**src/rtl/rpn_pkg.sv**
```systemverilog
// Shared types for the RPN calculator controller: FSM states, ALU opcodes and
// bit positions of the {N,Z,C,V,P} flag vector.
package rpn_pkg;

  typedef enum logic [2:0] {
    WAIT_A   = 3'd0,
    WAIT_B   = 3'd1,
    WAIT_OP  = 3'd2,
    SHOW_RES = 3'd3
  } state_t;

  typedef enum logic [1:0] {
    OP_ADD = 2'b00,
    OP_SUB = 2'b01,
    OP_OR  = 2'b10,
    OP_AND = 2'b11
  } op_t;

  localparam int FLAG_N = 4;
  localparam int FLAG_Z = 3;
  localparam int FLAG_C = 2;
  localparam int FLAG_V = 1;
  localparam int FLAG_P = 0;

endpackage

```
**src/rtl/rpn_alu.sv**
```systemverilog
// Combinational ALU for the RPN calculator: ADD, SUB (a-b), OR, AND with
// N/Z/C/V/P flags. Arithmetic wraps modulo 2^WIDTH.
module rpn_alu
  import rpn_pkg::*;
#(
  parameter int WIDTH = 16
) (
  input  logic [WIDTH-1:0] a,
  input  logic [WIDTH-1:0] b,
  input  op_t              op,
  output logic [WIDTH-1:0] result,
  output logic [4:0]       flags
);

  logic [WIDTH:0] add_ext;
  logic [WIDTH:0] sub_ext;
  logic           carry;
  logic           overflow;

  assign add_ext = {1'b0, a} + {1'b0, b};
  // Subtraction as a + ~b + 1 so the carry is the "no borrow" bit (a >= b).
  assign sub_ext = {1'b0, a} + {1'b0, ~b} + {{WIDTH{1'b0}}, 1'b1};

  always_comb begin
    result   = '0;
    carry    = 1'b0;
    overflow = 1'b0;
    case (op)
      OP_ADD: begin
        result   = add_ext[WIDTH-1:0];
        carry    = add_ext[WIDTH];
        overflow = (a[WIDTH-1] == b[WIDTH-1]) && (add_ext[WIDTH-1] != a[WIDTH-1]);
      end
      OP_SUB: begin
        result   = sub_ext[WIDTH-1:0];
        carry    = sub_ext[WIDTH];
        overflow = (a[WIDTH-1] != b[WIDTH-1]) && (sub_ext[WIDTH-1] != a[WIDTH-1]);
      end
      OP_OR:  result = a | b;
      OP_AND: result = a & b;
      default: result = '0;
    endcase
  end

  always_comb begin
    flags         = '0;
    flags[FLAG_N] = result[WIDTH-1];
    flags[FLAG_Z] = (result == '0);
    flags[FLAG_C] = carry;
    flags[FLAG_V] = overflow;
    flags[FLAG_P] = ~(^result);
  end

endmodule

```
**src/rtl/rpn_calc_ctrl.sv**
```systemverilog
// RPN calculator controller: Enter/Undo edge detection, entry FSM, result/flag
// registers and display mux. Define RPN_CHAIN_EN to chain results into operand A.
module rpn_calc_ctrl
  import rpn_pkg::*;
#(
  parameter int WIDTH = 16
) (
  input  logic             clk,
  input  logic             reset,
  input  logic [WIDTH-1:0] DataIn,
  input  logic             Enter,
  input  logic             Undo,
  output logic [WIDTH-1:0] Result,
  output logic [4:0]       Flags,
  output logic [2:0]       Status,
  output logic [WIDTH-1:0] DisplayValue
);

  state_t           state_reg, state_next;
  logic [WIDTH-1:0] a_reg, a_next;
  logic [WIDTH-1:0] b_reg, b_next;
  op_t              op_reg, op_next;
  logic [WIDTH-1:0] result_reg, result_next;
  logic [4:0]       flags_reg, flags_next;
  logic             enter_prev_reg;
  logic             undo_prev_reg;

  logic             enter_event;
  logic             undo_event;
  logic [WIDTH-1:0] alu_result;
  logic [4:0]       alu_flags;

  assign enter_event = Enter & ~enter_prev_reg;
  assign undo_event  = Undo & ~undo_prev_reg;

  // ALU sees the opcode being latched this cycle so the result is ready at the same edge.
  rpn_alu #(.WIDTH(WIDTH)) u_alu (
    .a      (a_reg),
    .b      (b_reg),
    .op     (op_next),
    .result (alu_result),
    .flags  (alu_flags)
  );

  always_ff @(posedge clk) begin
    if (!reset) begin
      state_reg      <= WAIT_A;
      a_reg          <= '0;
      b_reg          <= '0;
      op_reg         <= OP_ADD;
      result_reg     <= '0;
      flags_reg      <= '0;
      enter_prev_reg <= 1'b0;
      undo_prev_reg  <= 1'b0;
    end else begin
      state_reg      <= state_next;
      a_reg          <= a_next;
      b_reg          <= b_next;
      op_reg         <= op_next;
      result_reg     <= result_next;
      flags_reg      <= flags_next;
      enter_prev_reg <= Enter;
      undo_prev_reg  <= Undo;
    end
  end

  always_comb begin
    state_next  = state_reg;
    a_next      = a_reg;
    b_next      = b_reg;
    op_next     = op_reg;
    result_next = result_reg;
    flags_next  = flags_reg;

    // Undo has priority; a coincident Enter edge is dropped.
    if (undo_event) begin
      case (state_reg)
        WAIT_B:   state_next = WAIT_A;
        WAIT_OP:  state_next = WAIT_B;
        SHOW_RES: begin
          state_next = WAIT_OP;
          flags_next = '0;
        end
        default:  state_next = state_reg;
      endcase
    end else if (enter_event) begin
      case (state_reg)
        WAIT_A: begin
          state_next = WAIT_B;
          a_next     = DataIn;
        end
        WAIT_B: begin
          state_next = WAIT_OP;
          b_next     = DataIn;
        end
        WAIT_OP: begin
          state_next  = SHOW_RES;
          op_next     = op_t'(DataIn[1:0]);
          result_next = alu_result;
          flags_next  = alu_flags;
        end
        SHOW_RES: begin
`ifdef RPN_CHAIN_EN
          state_next = WAIT_B;
          a_next     = result_reg;
          flags_next = '0;
`else
          state_next  = WAIT_A;
          a_next      = '0;
          b_next      = '0;
          op_next     = OP_ADD;
          result_next = '0;
          flags_next  = '0;
`endif
        end
        default: state_next = WAIT_A;
      endcase
    end
  end

  assign Result       = result_reg;
  assign Status       = state_reg;
  assign Flags        = (state_reg == SHOW_RES) ? flags_reg : 5'd0;
  assign DisplayValue = (state_reg == SHOW_RES) ? result_reg : DataIn;

endmodule

```
**config.mk**
```make
export PLATFORM = sky130hd
export DESIGN_NAME = rpn_calc_ctrl
export DESIGN_NICKNAME = d
export VERILOG_FILES = /design/src/rtl/rpn_pkg.sv /design/src/rtl/rpn_alu.sv /design/src/rtl/rpn_calc_ctrl.sv
export SDC_FILE = /design/constraint.sdc
export NUM_CORES = 1
export LEC_CHECK = 0
export ABC_AREA = 1
export BUFFER_PORTS_ARGS = -buffer_cell sky130_fd_sc_hd__buf_2
export CORE_MARGIN = 2
export CORE_UTILIZATION = 40
export DETAILED_ROUTE_END_ITERATION = 16
export HOLD_SLACK_MARGIN = 0.12
export SLEW_MARGIN = 20
export SYNTH_ARGS = -nofsm -noshare
export SYNTH_HDL_FRONTEND = slang
export SYNTH_HIERARCHICAL = 1
export SYNTH_SLANG_ARGS = --single-unit
export TNS_END_PERCENT = 100
```
**constraint.sdc**
```tcl
create_clock -name clk -period 3.8 [get_ports clk]
set_input_delay 0.57 -clock clk [delete_from_list [all_inputs] [get_ports clk]]
set_output_delay 0.57 -clock clk [all_outputs]
set_load 0.02 [all_outputs]
```
==> summary.md <==
| Metric | Value |
|---|---|
| Area growth from synthesis to layout | `11.6%` |
| Critical Path RT | `4.07 ns` |
| Filler-free cell count of the finished design | `approximately 1200` |
| Final Cycle Share | `91.4%` |
| Commonest cells after routing, fill and taps aside | `sky130_fd_sc_hd__nand2_1, sky130_fd_sc_hd__inv_1, sky130_fd_sc_hd__nor2_1` |
| Maximum number of pins on one net before global-route repair | `40` |
| Most common library cell in the layout ignoring fill and taps | `sky130_fd_sc_hd__nand2_1` |
| GRT Resource Usage Total | `a little under a quarter` |
| Setup skew after layout | `a little under 0.007 ns` |
| Number of nets with antenna violations after detailed routing | `0` |
| Remaining routing DRC violations | `0` |
| Top-area cell type share of the netlist area | `19.8%` |
| Total count of hold-check failures in the final report | `0` |
| Switching pwr | `1.06 mW` |
| Int Pwr | `approximately 1.6 mW` |
| Leakage dissipation | `around 3.4 nW` |
| TritonCTS Buffers | `9` |
| Number of vias after detailed routing | `6172` |
| Power after layout | `2.63 mW` |
| Top-level I/O count | `60` |
| Crit-path cells | `inv_1, ha_1, inv_1, nand2_2, nand2_2, nor2_4, nand2_1, nand2_2, nand2_1, clkinvlp_4, a211oi_1, nand3_1, nand2_2, ha_1, xor2_1, xnor2_1, xnor2_1, inv_1, nor2_1, nand2_1, nand4_1, nand2_1, nor2_1` |
| Number of slew-limit violations in the final report | `0` |
| Post-layout worst setup margin | `~0.33 ns` |
| Worst skew pair latency | `0.33 ns` |
| Cell area after technology mapping | `5960 um^2` |
| Total number of placement rows | `44` |
| Path type of the worst setup path | `reg -> reg` |
| Share of total power in the clock network | `29.8%` |
| Sequential-to-total area share from yosys stat | `19.8%` |
| First-pass detailed-route iteration total | `5` |
| Share of synthesized flip-flops with an asynchronous set or reset | `0%` |
| Stage delay of the slowest cell on the critical path | `0.41 ns` |
| Average routed wire per standard cell | `around 15 um` |
| DP Cell Count | `around 1200` |
| Vias per inst | `5.03` |
| Signal arrival time at the worst endpoint | `3.74 ns` |
| Grt ovf | `0` |
| Unrepaired setup endpoints after global routing | `false` |
| Power density over cell area | `between 300 and 400 nW/um^2` |
| Fin nets | `1127` |
| Clock-pin slew on the worst setup and hold paths | `0.05 ns` |
| Worst hold margin | `0.447 ns` |
| Hold WC Path Type | `in -> reg` |
| Cell at the root of the clock tree | `sky130_fd_sc_hd__clkbuf_16` |
| Area of the core region | `14500 um^2` |
| Gpl congestion | `0.907` |
| Wire length of the first global-routing pass | `just under 30 mm` |
| Design Area, Final | `about 6700 um^2` |
| DRC violation total after the first TritonRoute iteration | `approximately 500` |
| End-of-flow core utilization | `45.8%` |
| Post-synthesis register bit count | `between 50 and 60` |
| Initial Util | `41.0%` |
| Mean Syn Cell Area | `around 6 um^2` |
| Final min period | `3.47 ns` |
| Number of enable flip-flop cells after synthesis | `0` |
| Largest cells by area after synthesis | `sky130_fd_sc_hd__dfxtp_1, sky130_fd_sc_hd__nand2_1, sky130_fd_sc_hd__ha_1, sky130_fd_sc_hd__inv_1, sky130_fd_sc_hd__nor2_1` |
| Standard cell area after detailed placement | `6310 um^2` |
| Critical path capture point type | `flop` |
| Unique cell type count in the Yosys netlist | `41` |
| Setup tns final | `0 ns` |
| Worst IR Drop VDD | `0.324 mV` |
| Most area-hungry cell type in the Yosys netlist | `sky130_fd_sc_hd__dfxtp_1` |
| Share of layout cells above drive strength 1 | `12.1%` |
| Part of the power in combinational logic | `roughly 43%` |
| Maximum clock path buffer count | `2` |
| Largest driver fanout on the critical path | `7` |
| MaxCap Viol Count | `0` |
| Total nets after synthesis | `1081` |
| CTS Hold Buffers Added | `0` |
| Crit-path slowest cell | `sky130_fd_sc_hd__dfxtp_1` |
| Fraction of power spent switching nets | `40.2%` |
| Outcome | `completed` |
| TritonCTS clock tree | `built` |
| Commonest register cell after synthesis | `sky130_fd_sc_hd__dfxtp_1` |
| Number of endpoints failing setup at the final stage | `0` |
| Diode count | `0` |
| Part of the power in registers | `27.2%` |
| Horizontal die dimension | `126 um` |
| H-Tree Level Count | `3` |
| Initial antenna violation count | `0` |
| Number of port buffers | `58` |
| Wirelength, routed | `17.9 mm` |
| Area enclosed by the die boundary | `15900 um^2` |
| Cells after Synth | `995` |
| Via count of the first global-routing pass | `5809` |
| Crit start category | `flop` |
| Maximum clock frequency | `between 200 and 300 MHz` |
| Clock sinks | `59` |
| Detailed placer's ending HPWL | `14.3 mm` |
| Vertical die dimension | `126 um` |
| Total number of yosys warnings | `6` |
| DP Worst Slack | `0.368 ns` |
==> critical path: cells and delay by family (launching register included) <==
kind / cells / cell delay (ns)
fa+ha+maj: 2 / 0.45
compound gates: 1 / 0.30
buf+inv: 4 / 0.49
flops: 1 / 0.41
simple gates: 13 / 1.23
xor+xnor: 3 / 0.53
==> path summary, 6_finish.rpt <==
path                          start                        end  slack [ns]  cells after the start
max          Status[0]$_SDFFE_PN0P_  flags_reg[0]$_SDFFE_PN0P_        0.33                     23
min                           Enter  enter_prev_reg$_SDFF_PN0_        0.45                      3
max reg2reg  Status[0]$_SDFFE_PN0P_  flags_reg[0]$_SDFFE_PN0P_        0.33                     23
min reg2reg   b_reg[9]$_SDFFE_PN0P_      b_reg[9]$_SDFFE_PN0P_        0.49                      2
==> timing repair <==
item	in CTS	in global routing
endpoints found under the setup margin	0	1
resized for setup	0	6
buffers inserted	0	5
==> kinds of logic (layout without fill, tap and decap cells) <==
family	Yosys count	in the layout	share of synthesized area (%)
other	1	1	0.0629
and+or+nand+nor	508	508	36.6
buffers and inverters	218	267	15.5
adders and majority gates	66	66	14.1
AOI/OAI and AO/OA	135	135	12.8
xor gates and xnor gates	8	8	1.18
DFF	59	59	19.8
==> layer usage <==
layer  global-route usage [%]  wire length (um)  vias up
li1                         -                 -     3201
met1                     32.5              8610     2773
met2                     37.2              8020      183
met3                     2.46              1060       15
met4                     5.56               194        0
met5                        0                 0        -
==> final cells by class <==
type / count / area (um^2)
Fill cell: 1645 / 7880
Sequential cell: 59 / 1180
Inverter: 177 / 672
Timing Repair Buffer: 75 / 418
Multi-Input combinational cell: 718 / 3860
Clock buffer: 11 / 243
Clock inverter: 3 / 40.0
Timing Repair inverter: 1 / 7.51
Tap cell: 184 / 230
==> power groups by stage <==
stage	logic [mW]	registers [mW]	clock network [mW]
3_5_place_dp	1.12	0.729	0
4_1_cts	1.13	0.717	0.796
2_1_floorplan	0.847	0.734	0
6_report	1.13	0.716	0.783
3_3_place_gp	1.14	0.728	0
5_1_grt	1.28	0.725	0.825
==> cells in the mapped netlist, types with 4 or more instances <==
cell,instances
sky130_fd_sc_hd__nand2_2,7
sky130_fd_sc_hd__nand3_2,4
sky130_fd_sc_hd__o22ai_1,4
sky130_fd_sc_hd__nand3_1,67
sky130_fd_sc_hd__buf_4,11
sky130_fd_sc_hd__ha_1,64
sky130_fd_sc_hd__buf_6,6
sky130_fd_sc_hd__nand2_1,257
sky130_fd_sc_hd__o21ai_1,17
sky130_fd_sc_hd__clkbuf_1,6
sky130_fd_sc_hd__inv_1,168
sky130_fd_sc_hd__nand4_1,28
sky130_fd_sc_hd__inv_2,7
sky130_fd_sc_hd__o21bai_1,20
sky130_fd_sc_hd__nor2_1,125
sky130_fd_sc_hd__nor2_2,5
sky130_fd_sc_hd__dfxtp_1,59
sky130_fd_sc_hd__a21oi_1,49
sky130_fd_sc_hd__xnor2_1,5
sky130_fd_sc_hd__buf_2,14
sky130_fd_sc_hd__o21ai_0,35
Power figures use the tool's default switching activity.
